--- config.mk ---
export PLATFORM = sky130hd
export DESIGN_NAME = cpu_mem_arbiter
export DESIGN_NICKNAME = d
export VERILOG_FILES = /design/src/rtl/cpu_mem_arbiter.sv
export SDC_FILE = /design/constraint.sdc
export NUM_CORES = 1
export LEC_CHECK = 0
export ABC_AREA = 1
export CAP_MARGIN = 5
export CORE_MARGIN = 1
export CORE_UTILIZATION = 41
export CTS_CLUSTER_DIAMETER = 100
export DETAILED_ROUTE_END_ITERATION = 7
export GPL_TIMING_DRIVEN = 0
export PLACE_DENSITY = 0.83
export RECOVER_POWER = 100
export SLEW_MARGIN = 20
export SYNTH_ARGS = -nofsm -noshare
export SYNTH_HDL_FRONTEND = slang
export SYNTH_SLANG_ARGS = --single-unit
export TNS_END_PERCENT = 50
--- constraint.sdc ---
create_clock -name i_clk -period 3.5 [get_ports i_clk]
set_clock_uncertainty 0.15 [all_clocks]
set_input_delay 0.7 -clock i_clk [delete_from_list [all_inputs] [get_ports i_clk]]
set_output_delay 0.7 -clock i_clk [all_outputs]
set_load 0.05 [all_outputs]
--- src/rtl/cpu_mem_arbiter.sv ---
// rtl/cpu_mem_arbiter.sv - two-requester (IFU/LSU) arbiter onto a single-outstanding memory port
module cpu_mem_arbiter #(
  parameter int TIMEOUT = 64
) (
  input  logic        i_clk,
  input  logic        i_reset,
  input  logic        i_ifu_req_valid,
  input  logic [31:0] i_ifu_req_addr,
  output logic        o_ifu_req_ready,
  output logic        o_ifu_resp_valid,
  output logic [31:0] o_ifu_resp_data,
  output logic        o_ifu_resp_err,
  input  logic        i_lsu_req_valid,
  input  logic [31:0] i_lsu_req_addr,
  input  logic        i_lsu_req_wen,
  input  logic [31:0] i_lsu_req_wdata,
  input  logic [2:0]  i_lsu_req_memop,
  output logic        o_lsu_req_ready,
  output logic        o_lsu_resp_valid,
  output logic [31:0] o_lsu_resp_data,
  output logic        o_lsu_resp_err,
  output logic        o_mem_req_valid,
  output logic [31:0] o_mem_req_addr,
  output logic        o_mem_req_wen,
  output logic [31:0] o_mem_req_wdata,
  output logic [2:0]  o_mem_req_memop,
  input  logic        i_mem_req_ready,
  input  logic        i_mem_resp_valid,
  input  logic [31:0] i_mem_resp_data
);

  localparam int CW = $clog2(TIMEOUT) + 1;
  localparam logic [CW-1:0] CNT_LAST = CW'(TIMEOUT - 1);
  // Instruction fetches are always full-word accesses.
  localparam logic [2:0] IFU_MEMOP = 3'b010;

  typedef enum logic [1:0] {S_IDLE, S_REQ, S_WAIT, S_RESP} state_t;

  state_t        r_state;
  state_t        w_next;
  logic          r_grant_lsu;
  logic [31:0]   r_addr;
  logic          r_wen;
  logic [31:0]   r_wdata;
  logic [2:0]    r_memop;
  logic [CW-1:0] r_cnt;
  logic [31:0]   r_rdata;
  logic          r_err;

  logic w_grant_lsu;
  logic w_grant_ifu;
  logic w_busy;
  logic w_timeout;
  logic w_resp;

  assign w_busy    = (r_state == S_REQ) || (r_state == S_WAIT);
  assign w_timeout = (r_cnt == CNT_LAST);
  assign w_resp    = (r_state == S_RESP);

  // Next-state and grant decode; LSU has fixed priority over IFU, and a grant
  // is suppressed while reset is asserted so it can never take effect.
  always_comb begin
    w_next      = r_state;
    w_grant_lsu = 1'b0;
    w_grant_ifu = 1'b0;
    case (r_state)
      S_IDLE: begin
        if (!i_reset) begin
          if (i_lsu_req_valid)      w_grant_lsu = 1'b1;
          else if (i_ifu_req_valid) w_grant_ifu = 1'b1;
        end
        if (w_grant_lsu || w_grant_ifu) w_next = S_REQ;
      end
      S_REQ: begin
        // The deadline wins over a late handshake; any response to it is dropped.
        if (w_timeout)            w_next = S_RESP;
        else if (i_mem_req_ready) w_next = S_WAIT;
      end
      S_WAIT: begin
        if (i_mem_resp_valid || w_timeout) w_next = S_RESP;
      end
      S_RESP:  w_next = S_IDLE;
      default: w_next = S_IDLE;
    endcase
  end

  // State register plus latched request, counter and response capture.
  always_ff @(posedge i_clk) begin
    if (i_reset) begin
      r_state     <= S_IDLE;
      r_grant_lsu <= 1'b0;
      r_addr      <= '0;
      r_wen       <= 1'b0;
      r_wdata     <= '0;
      r_memop     <= '0;
      r_cnt       <= '0;
      r_rdata     <= '0;
      r_err       <= 1'b0;
    end else begin
      r_state <= w_next;
      if (w_grant_lsu) begin
        r_grant_lsu <= 1'b1;
        r_addr      <= i_lsu_req_addr;
        r_wen       <= i_lsu_req_wen;
        r_wdata     <= i_lsu_req_wdata;
        r_memop     <= i_lsu_req_memop;
        r_cnt       <= '0;
        r_rdata     <= '0;
        r_err       <= 1'b0;
      end else if (w_grant_ifu) begin
        r_grant_lsu <= 1'b0;
        r_addr      <= i_ifu_req_addr;
        r_wen       <= 1'b0;
        r_wdata     <= '0;
        r_memop     <= IFU_MEMOP;
        r_cnt       <= '0;
        r_rdata     <= '0;
        r_err       <= 1'b0;
      end else if (w_busy) begin
        r_cnt <= r_cnt + 1'b1;
        if (r_state == S_WAIT && i_mem_resp_valid) begin
          r_rdata <= r_wen ? 32'h0 : i_mem_resp_data;
          r_err   <= 1'b0;
        end else if (w_timeout) begin
          r_rdata <= 32'h0;
          r_err   <= 1'b1;
        end
      end
    end
  end

  assign o_ifu_req_ready  = w_grant_ifu;
  assign o_lsu_req_ready  = w_grant_lsu;

  assign o_mem_req_valid  = (r_state == S_REQ);
  assign o_mem_req_addr   = r_addr;
  assign o_mem_req_wen    = r_wen;
  assign o_mem_req_wdata  = r_wdata;
  assign o_mem_req_memop  = r_memop;

  assign o_ifu_resp_valid = w_resp && !r_grant_lsu;
  assign o_ifu_resp_data  = (w_resp && !r_grant_lsu) ? r_rdata : 32'h0;
  assign o_ifu_resp_err   = w_resp && !r_grant_lsu && r_err;
  assign o_lsu_resp_valid = w_resp && r_grant_lsu;
  assign o_lsu_resp_data  = (w_resp && r_grant_lsu) ? r_rdata : 32'h0;
  assign o_lsu_resp_err   = w_resp && r_grant_lsu && r_err;

endmodule
==> results.cfg, run 1 <==
[timing]
slew_headroom = 0.571
drv_slew = 0
period_share = 0.957
setup_viol = 0
finalCriticalPeriod_ps = 3350
hold_viol = 0
rsz0062_at_grt = false
tightest_slew_ps = 646
fin_setup_tns_ps = 0
timing.fmax_mhz = 299
holdWs_ps = 293

[hold_path]
worstHoldStart = o_mem_req_wdata[9]
min_path_cells = 2
holdCritPathClass = register to register
holdPathEnd = o_mem_req_wdata[9]

[drt]
drc = 0
dr_total_vias = 5494
drt-vias-per-instance = 4.79
postRouteAntennaNets = 0
first_iter_violations = 221
routed_wl_um = 15600
routedWlPerCell_um = 13.6
drt-pass1-iter-count = 5

[pwr]
powerDensity_mw_per_mm2 = 546
leakage_nw = 3.43
vdd_drop_max_v = 0.000323

[setup_path]
r2r_setup_slack_ps = 850
cp_max_fo = 10
required_ps = 2650
r2r-start = r_state[0]
reg2regPathDepth = 9
worstPathArrival_ps = 2500
worst-setup-path-type = register to output port
crit_path_end_kind = output port
startpoint_type = register
r2r-end = o_mem_req_wen

[global_route]
grt-ovfl-total = 0
grt_use_total = 0.256
antenna_found_initial = 0
grt_max_degree = 17
grt_first_pass_wirelength_um = 25300
grt_pass1_vias = 5245

[synthesis]
netlist_instances = 714
synth_top_area_share = 0.457
synth-adder-area-share = 0.0154
yosys.area_share.simple = 0.339
muxShareOfSynthArea = 0
synth_area_leader_cell = dfxtp_1
synth_compound_area_frac = 0.0993
synth_nets = 858
avgSynthCellArea_um2 = 6.81
synth_xor_area_frac = 0.00720
ys_ff_latch = 111
syn_area_mm2 = 0.00486
synth_cell_types = 24
synthTopCellsByArea = dfxtp_1, nand2_1, nor2_1, nand3_1, a21oi_1
yosysSeqAreaShare = 0.457
ys_warn_count = 0
synth_top_family_by_area = simple AND/OR/NAND/NOR gates

[floorplanning]
row_count = 39
core_mm2 = 0.0115
initial_core_util = 0.424
fp.dieW_um = 111
die_y_um = 111
dieArea_mm2 = 0.0123
io_pins = 277

[clock_tree]
path_clk_slew_ps = 70
cts-root-buf = clkbuf_16
cts.sinks = 111
cts_tree = done
cts_setup_buffers = 0
cts_buffers = 9
cts_max_level = 3
clk_latency_ps = 340
cts_buffer_depth = 2

[placed_design]
place.gp.congestion = 0.853
place_hpwl_um = 12400
port_buffers = 276

[run_status]
status = complete, no violations

[cells_and_area]
final_common_cell = nand2_1
nFillCells = 998
area_growth_pct = 65.3
num-nets-final = 1144
final_cell_mix = nand2_1, clkdlybuf4s50_1, nor2_1
drive_gt1_frac = 0.0388
antenna_cells = 0

[job]
drv_cap = 0
-- how the worst max path moves through the flow --
| stage | from | to | slack (ps) | cells after the start |
|---|---|---|---|---|
| 2_1_floorplan | r_state[0] | o_ifu_resp_data[10] | 260 | 6 |
| 3_3_place_gp | i_reset | o_lsu_req_ready | -570 | 6 |
| 3_5_place_dp | i_reset | o_lsu_req_ready | -590 | 6 |
| 4_1_cts | i_reset | o_lsu_req_ready | 60 | 5 |
| 5_1_grt | r_state[0] | o_ifu_resp_data[8] | 10 | 7 |
| 6_report | r_state[0] | o_ifu_resp_data[16] | 150 | 7 |
-- registers in the layout, indices dropped and copies added (netlist names) --
signal and count:
r_grant_lsu 1, o_mem_req_wdata 32, r_err 1, o_mem_req_memop 3
r_rdata 32, o_mem_req_addr 32, r_state 2, r_cnt 7
o_mem_req_wen 1
-- timing repair --
| item | CTS | global route |
|---|---|---|
| hold buffers | 0 | 0 |
| gates resized for setup | 4 | 7 |
| endpoints found under the setup margin | 2 | 7 |
-- report_power, final --
group / switching [mW] / internal [mW]
logic: 1.22 / 0.554
registers: 0.105 / 1.46
clock network: 0.439 / 0.612
-- synth_stat cells --
cell and n:
nand3_2 2, xor2_1 2, o21ai_1 2, buf_1 4, o21ai_0 45, inv_1 49
a21oi_1 48, o21bai_1 1, nand2_2 2, xnor2_1 2, clkbuf_1 22, nand3_1 71
inv_2 2, buf_4 2, nor2_1 124, buf_6 2, nand2_1 190, nor2_4 1
buf_2 14, or2_2 10, ha_1 6, nand4_1 1, dfxtp_1 111, clkbuf_2 1
-- layer usage --
metal / vias up / GRT usage / share of wire
met3: 30 / 0.0607 / 0.068
met2: 218 / 0.473 / 0.51
met5: - / 0 / 0
met4: 0 / 0.106 / 0.028
li1: 2814 / - / -
met1: 2432 / 0.277 / 0.40
-- area by class of cell --
cell class | instances | area [µm²] | share of cell area
buffer | 44 | 178 | 0.0221
inverter | 51 | 195 | 0.0243
clock inverter | 3 | 40.0 | 0.00498
sequential | 111 | 2220 | 0.276
clock buffer | 13 | 270 | 0.0336
timing repair buffer | 276 | 2730 | 0.339
multi-input combinational | 507 | 2230 | 0.277
tap | 143 | 179 | 0.0223
-- stage by stage --
stage               instance area [µm²]  worst slack (ps)  cells  utilization  total power [mW]
finish                             8040               152   1148        0.701              4.39
global route                       8040              11.6   1148        0.701              4.62
CTS                                8110              60.3   1148        0.707              4.51
detailed placement                 7800              -589   1133        0.681              3.45
global placement                   7800              -568   1133        0.681              3.44
floorplan                          4860               260    714            -              2.75
-- worst max-delay path: stages, from the launching register on --
cell and delay, ps:
dfxtp_1 400, ha_1 190, inv_1 40, nor2_1 150, inv_1 130, clkbuf_1 250, nor2_1 180, clkdlybuf4s50_1 820
-- cells by family after synthesis --
family / after synthesis
AO/OA/AOI/OAI: 96
flip-flops: 111
AND/OR/NAND/NOR: 401
adder cells (fa/ha/maj): 6
buffers and inverters: 96
XOR/XNOR: 4
Power figures use the tool's default switching activity.
==> run 2: changes to the inputs <==
--- a/config.mk
+++ b/config.mk
@@ -12,7 +12,7 @@
 export CTS_CLUSTER_DIAMETER = 100
 export DETAILED_ROUTE_END_ITERATION = 7
 export GPL_TIMING_DRIVEN = 0
-export PLACE_DENSITY = 0.83
+export PLACE_DENSITY = 0.91
 export RECOVER_POWER = 100
 export SLEW_MARGIN = 20
 export SYNTH_ARGS = -nofsm -noshare
==> results.cfg, run 2 (synthesis results as in run 1) <==
[run_status]
status = complete, no violations

[drt]
drc = 0
routedWlPerCell_um = 13.9
routed_wl_um = 15900
dr_total_vias = 5561
drt-vias-per-instance = 4.84
postRouteAntennaNets = 0
drt-pass1-iter-count = 4
first_iter_violations = 343

[clock_tree]
path_clk_slew_ps = 70
cts-root-buf = clkbuf_16
clk_latency_ps = 340
cts_resized = 5
cts_buffers = 9
cts_tree = done
cts_setup_buffers = 0
cts_buffer_depth = 2
cts_hold_buf = 0
cts_max_level = 3
cts.sinks = 111

[hold_path]
holdCritPathClass = register to register

[timing]
drv_slew = 0
tightest_slew_ps = 614
setup_viol = 0
finalCriticalPeriod_ps = 3370
rsz0062_at_grt = false
timing.fmax_mhz = 297
period_share = 0.963
slew_headroom = 0.592
setup_slack_ps = 129
hold_viol = 0

[global_route]
grt-busiest-layer = met2
grt_max_degree = 18
grt_first_pass_wirelength_um = 25400
use_met3 = 0.0744
use_met1 = 0.265
grt_pass1_vias = 5276
use_met2 = 0.492
antenna_found_initial = 0
grt-ovfl-total = 0
grt_use_total = 0.258

[setup_path]
worst-setup-path-type = register to output port
crit_path_end_kind = output port
cp_max_fo = 10
worstPathArrival_ps = 2520
slowest_delay_ps = 820
path_buf_inv = 4
startpoint_type = register
required_ps = 2650
cp_top_family = buffers and inverters
crit_slowest_cell = clkdlybuf4s50_1
path_cells = ha_1, inv_1, nor2_1, inv_1, clkbuf_1, nor2_1, clkdlybuf4s50_1

[placed_design]
port_buffers = 276
pre_cts_slack_ps = -613
place_hpwl_um = 12500
place.gp.congestion = 0.823

[floorplanning]
fp.dieW_um = 111
die_y_um = 111
dieArea_mm2 = 0.0123
io_pins = 277
row_count = 39
initial_core_util = 0.424
core_mm2 = 0.0115

[pwr]
leakage_nw = 3.43
vdd_drop_max_v = 0.000366
powerDensity_mw_per_mm2 = 568

[cells_and_area]
num-nets-final = 1144
final_common_cell = nand2_1
final_cell_mix = nand2_1, clkdlybuf4s50_1, nor2_1
antenna_cells = 0
utilization = 0.700
drive_gt1_frac = 0.0388
nFillCells = 952
area_growth_pct = 65.0

[job]
drv_cap = 0
## run 2: metal layers
| metal | vias to the layer above | wire length, µm |
|---|---|---|
| met4 | 0 | 342 |
| met2 | 236 | 8460 |
| li1 | 2814 | - |
| met1 | 2480 | 5910 |
| met3 | 31 | 1240 |
| met5 | - | 0 |
## run 2: metrics by stage
| stage | hold slack (ps) | cell area, µm² | TNS (ps) | std cells | total power, mW |
|---|---|---|---|---|---|
| 6_report | 291 | 8030 | 0 | 1148 | 4.56 |
| 5_1_grt | 314 | 8030 | 0 | 1148 | 4.79 |
| 4_1_cts | 296 | 8160 | 0 | 1148 | 4.69 |
| 3_5_place_dp | 281 | 7800 | -642 | 1133 | 3.46 |
| 3_3_place_gp | 277 | 7800 | -645 | 1133 | 3.43 |
| 2_1_floorplan | 294 | 4860 | 0 | 714 | 2.75 |
## run 2: where the power goes
| group | leakage [nW] | switching, mW | internal (mW) |
|---|---|---|---|
| Clock | 0.173 | 0.453 | 0.771 |
| Combinational | 2.35 | 1.22 | 0.553 |
| Sequential | 0.908 | 0.106 | 1.46 |
| Total | 3.43 | 1.78 | 2.79 |
## run 2: final cells by class
type                            instances  area [µm²]  area share
Buffer                                 44         178      0.0221
Clock buffer                           10         229      0.0285
Clock inverter                          6         133      0.0165
Inverter                               51         195      0.0243
Multi-Input combinational cell        507        2230       0.278
Sequential cell                       111        2220       0.277
Tap cell                              143         179      0.0223
Timing Repair Buffer                  276        2660       0.332
## run 2: path summary, 6_finish.rpt
| kind | from | end | slack (ps) | depth (start not counted) |
|---|---|---|---|---|
| max | r_state[0] | o_ifu_resp_data[13] | 130 | 7 |
| min | o_mem_req_wdata[9] | o_mem_req_wdata[9] | 290 | 2 |
| max reg2reg | r_state[0] | o_mem_req_wdata[16] | 810 | 9 |
| min reg2reg | o_mem_req_wdata[9] | o_mem_req_wdata[9] | 290 | 2 |
## run 2: worst min-delay path, delay by kind of cell (launching register included)
family,cells,cell delay [ps]
flops,1,320
simple gates,2,90
==> run 3: changes to the inputs <==
--- a/config.mk
+++ b/config.mk
@@ -8,11 +8,11 @@
 export ABC_AREA = 1
 export CAP_MARGIN = 5
 export CORE_MARGIN = 1
-export CORE_UTILIZATION = 41
+export CORE_UTILIZATION = 39
 export CTS_CLUSTER_DIAMETER = 100
 export DETAILED_ROUTE_END_ITERATION = 7
 export GPL_TIMING_DRIVEN = 0
-export PLACE_DENSITY = 0.91
+export PLACE_DENSITY = 0.88
 export RECOVER_POWER = 100
 export SLEW_MARGIN = 20
 export SYNTH_ARGS = -nofsm -noshare
==> constraint.sdc (replaced) <==
create_clock -name i_clk -period 3.45 [get_ports i_clk]
set_clock_uncertainty 0.15 [all_clocks]
set_input_delay 0.69 -clock i_clk [delete_from_list [all_inputs] [get_ports i_clk]]
set_output_delay 0.69 -clock i_clk [all_outputs]
set_load 0.05 [all_outputs]
==> results.cfg, run 3 (synthesis results as in run 1) <==
[placed_design]
placed_area_mm2 = 0.00784
place_inst = 1158
place_hpwl_um = 12500
place.gp.congestion = 0.811
port_buffers = 276

[global_route]
grt-ovfl-total = 0
grt_pass1_vias = 5273
grt_max_degree = 17
grt_use_total = 0.245
antenna_found_initial = 0
grt_first_pass_wirelength_um = 24800

[timing]
tightest_slew_ps = 603
holdWs_ps = 288
timing.fmax_mhz = 306
finalCriticalPeriod_ps = 3270
rsz0062_at_grt = false
period_share = 0.948
drv_slew = 0
slew_headroom = 0.600
fin_setup_tns_ps = 0
hold_viol = 0
setup_viol = 0

[pwr]
leakage_nw = 3.47
finalPower_mw = 4.57
powerDensity_mw_per_mm2 = 570
vdd_drop_max_v = 0.000328

[hold_path]
holdCritPathClass = register to register

[floorplanning]
fp.dieW_um = 114
dieArea_mm2 = 0.0129
io_pins = 277
row_count = 40
die_y_um = 114
core_mm2 = 0.0121
initial_core_util = 0.403

[drt]
first_iter_violations = 351
drt-vias-per-instance = 4.74
dr_total_vias = 5558
routed_wl_um = 15900
routedWlPerCell_um = 13.6
postRouteAntennaNets = 0
drt-pass1-iter-count = 5
drc = 0

[clock_tree]
cts_buffers = 9
cts_tree = done
clk_latency_ps = 340
cts-root-buf = clkbuf_16
cts_buffer_depth = 2
cts_max_level = 3
cts_hold_buf = 0
cts_resized = 22
cts_setup_buffers = 0
path_clk_slew_ps = 70
cts.sinks = 111

[job]
drv_cap = 0

[cells_and_area]
num-nets-final = 1144
fin_cells = 1173
final_common_cell = nand2_1
area_growth_pct = 65.1
antenna_cells = 0
final_cell_area_mm2 = 0.00803
drive_gt1_frac = 0.0368
final_cell_mix = nand2_1, clkdlybuf4s50_1, nor2_1

[setup_path]
crit_path_end_kind = output port
cp_max_fo = 10
required_ps = 2610
worst-setup-path-type = register to output port
startpoint_type = register
worstPathArrival_ps = 2430

[run_status]
status = complete, no violations
## run 3: cell types whose count changed in the layout (fill, tap and decap cells not counted), sizes merged
cell	change
clkdlybuf4s50	-4
bufinv	-1
clkinvlp	-1
dlygate4sd2	+16
dlygate4sd3	-10
clkinv	-1
clkbuf	+1
## run 3: path summary, 6_finish.rpt
path                         endpoint  cells past startpoint  slack (ps)               start
setup / recovery   o_lsu_resp_data[6]                      5         180          r_state[0]
hold / removal     o_mem_req_wdata[8]                      2         290  o_mem_req_wdata[8]
setup reg to reg  o_mem_req_wdata[10]                      9         750          r_state[0]
hold reg to reg    o_mem_req_wdata[8]                      2         290  o_mem_req_wdata[8]
## run 3: worst max-delay path, stage by stage (launching register included)
cell and delay, ps:
dfxtp_1 410, ha_1 190, nand2_1 180, clkbuf_1 300, nor2_1 180, clkdlybuf4s50_1 830
## run 3: report_power, final
part	leakage [nW]	total (mW)	switching, mW	internal, mW
Clock	0.164	1.18	0.452	0.731
Sequential	0.908	1.59	0.105	1.48
Combinational	2.39	1.80	1.24	0.562
## run 3: cell type report
| type | count | area [µm²] |
|---|---|---|
| Clock buffer | 13 | 250 |
| Multi-Input combinational cell | 507 | 2230 |
| Tap cell | 168 | 210 |
| Timing Repair Buffer | 276 | 2650 |
| Inverter | 51 | 195 |
| Fill cell | 1066 | 4030 |
| Buffer | 44 | 178 |
| Clock inverter | 3 | 90.1 |
| Sequential cell | 111 | 2220 |
## run 3: through the flow
step	worst slack, ps	util
floorplan	220	-
global placement	-653	0.650
detailed placement	-671	0.650
CTS	0.0240	0.676
global route	1.41	0.666
finish	178	0.666
## run 3: routing by layer
layer | vias up | global-route usage | share of wire
li1 | 2818 | - | -
met5 | - | 0 | 0
met4 | 0 | 0.123 | 0.031
met1 | 2466 | 0.250 | 0.38
met2 | 238 | 0.466 | 0.52
met3 | 36 | 0.0542 | 0.074
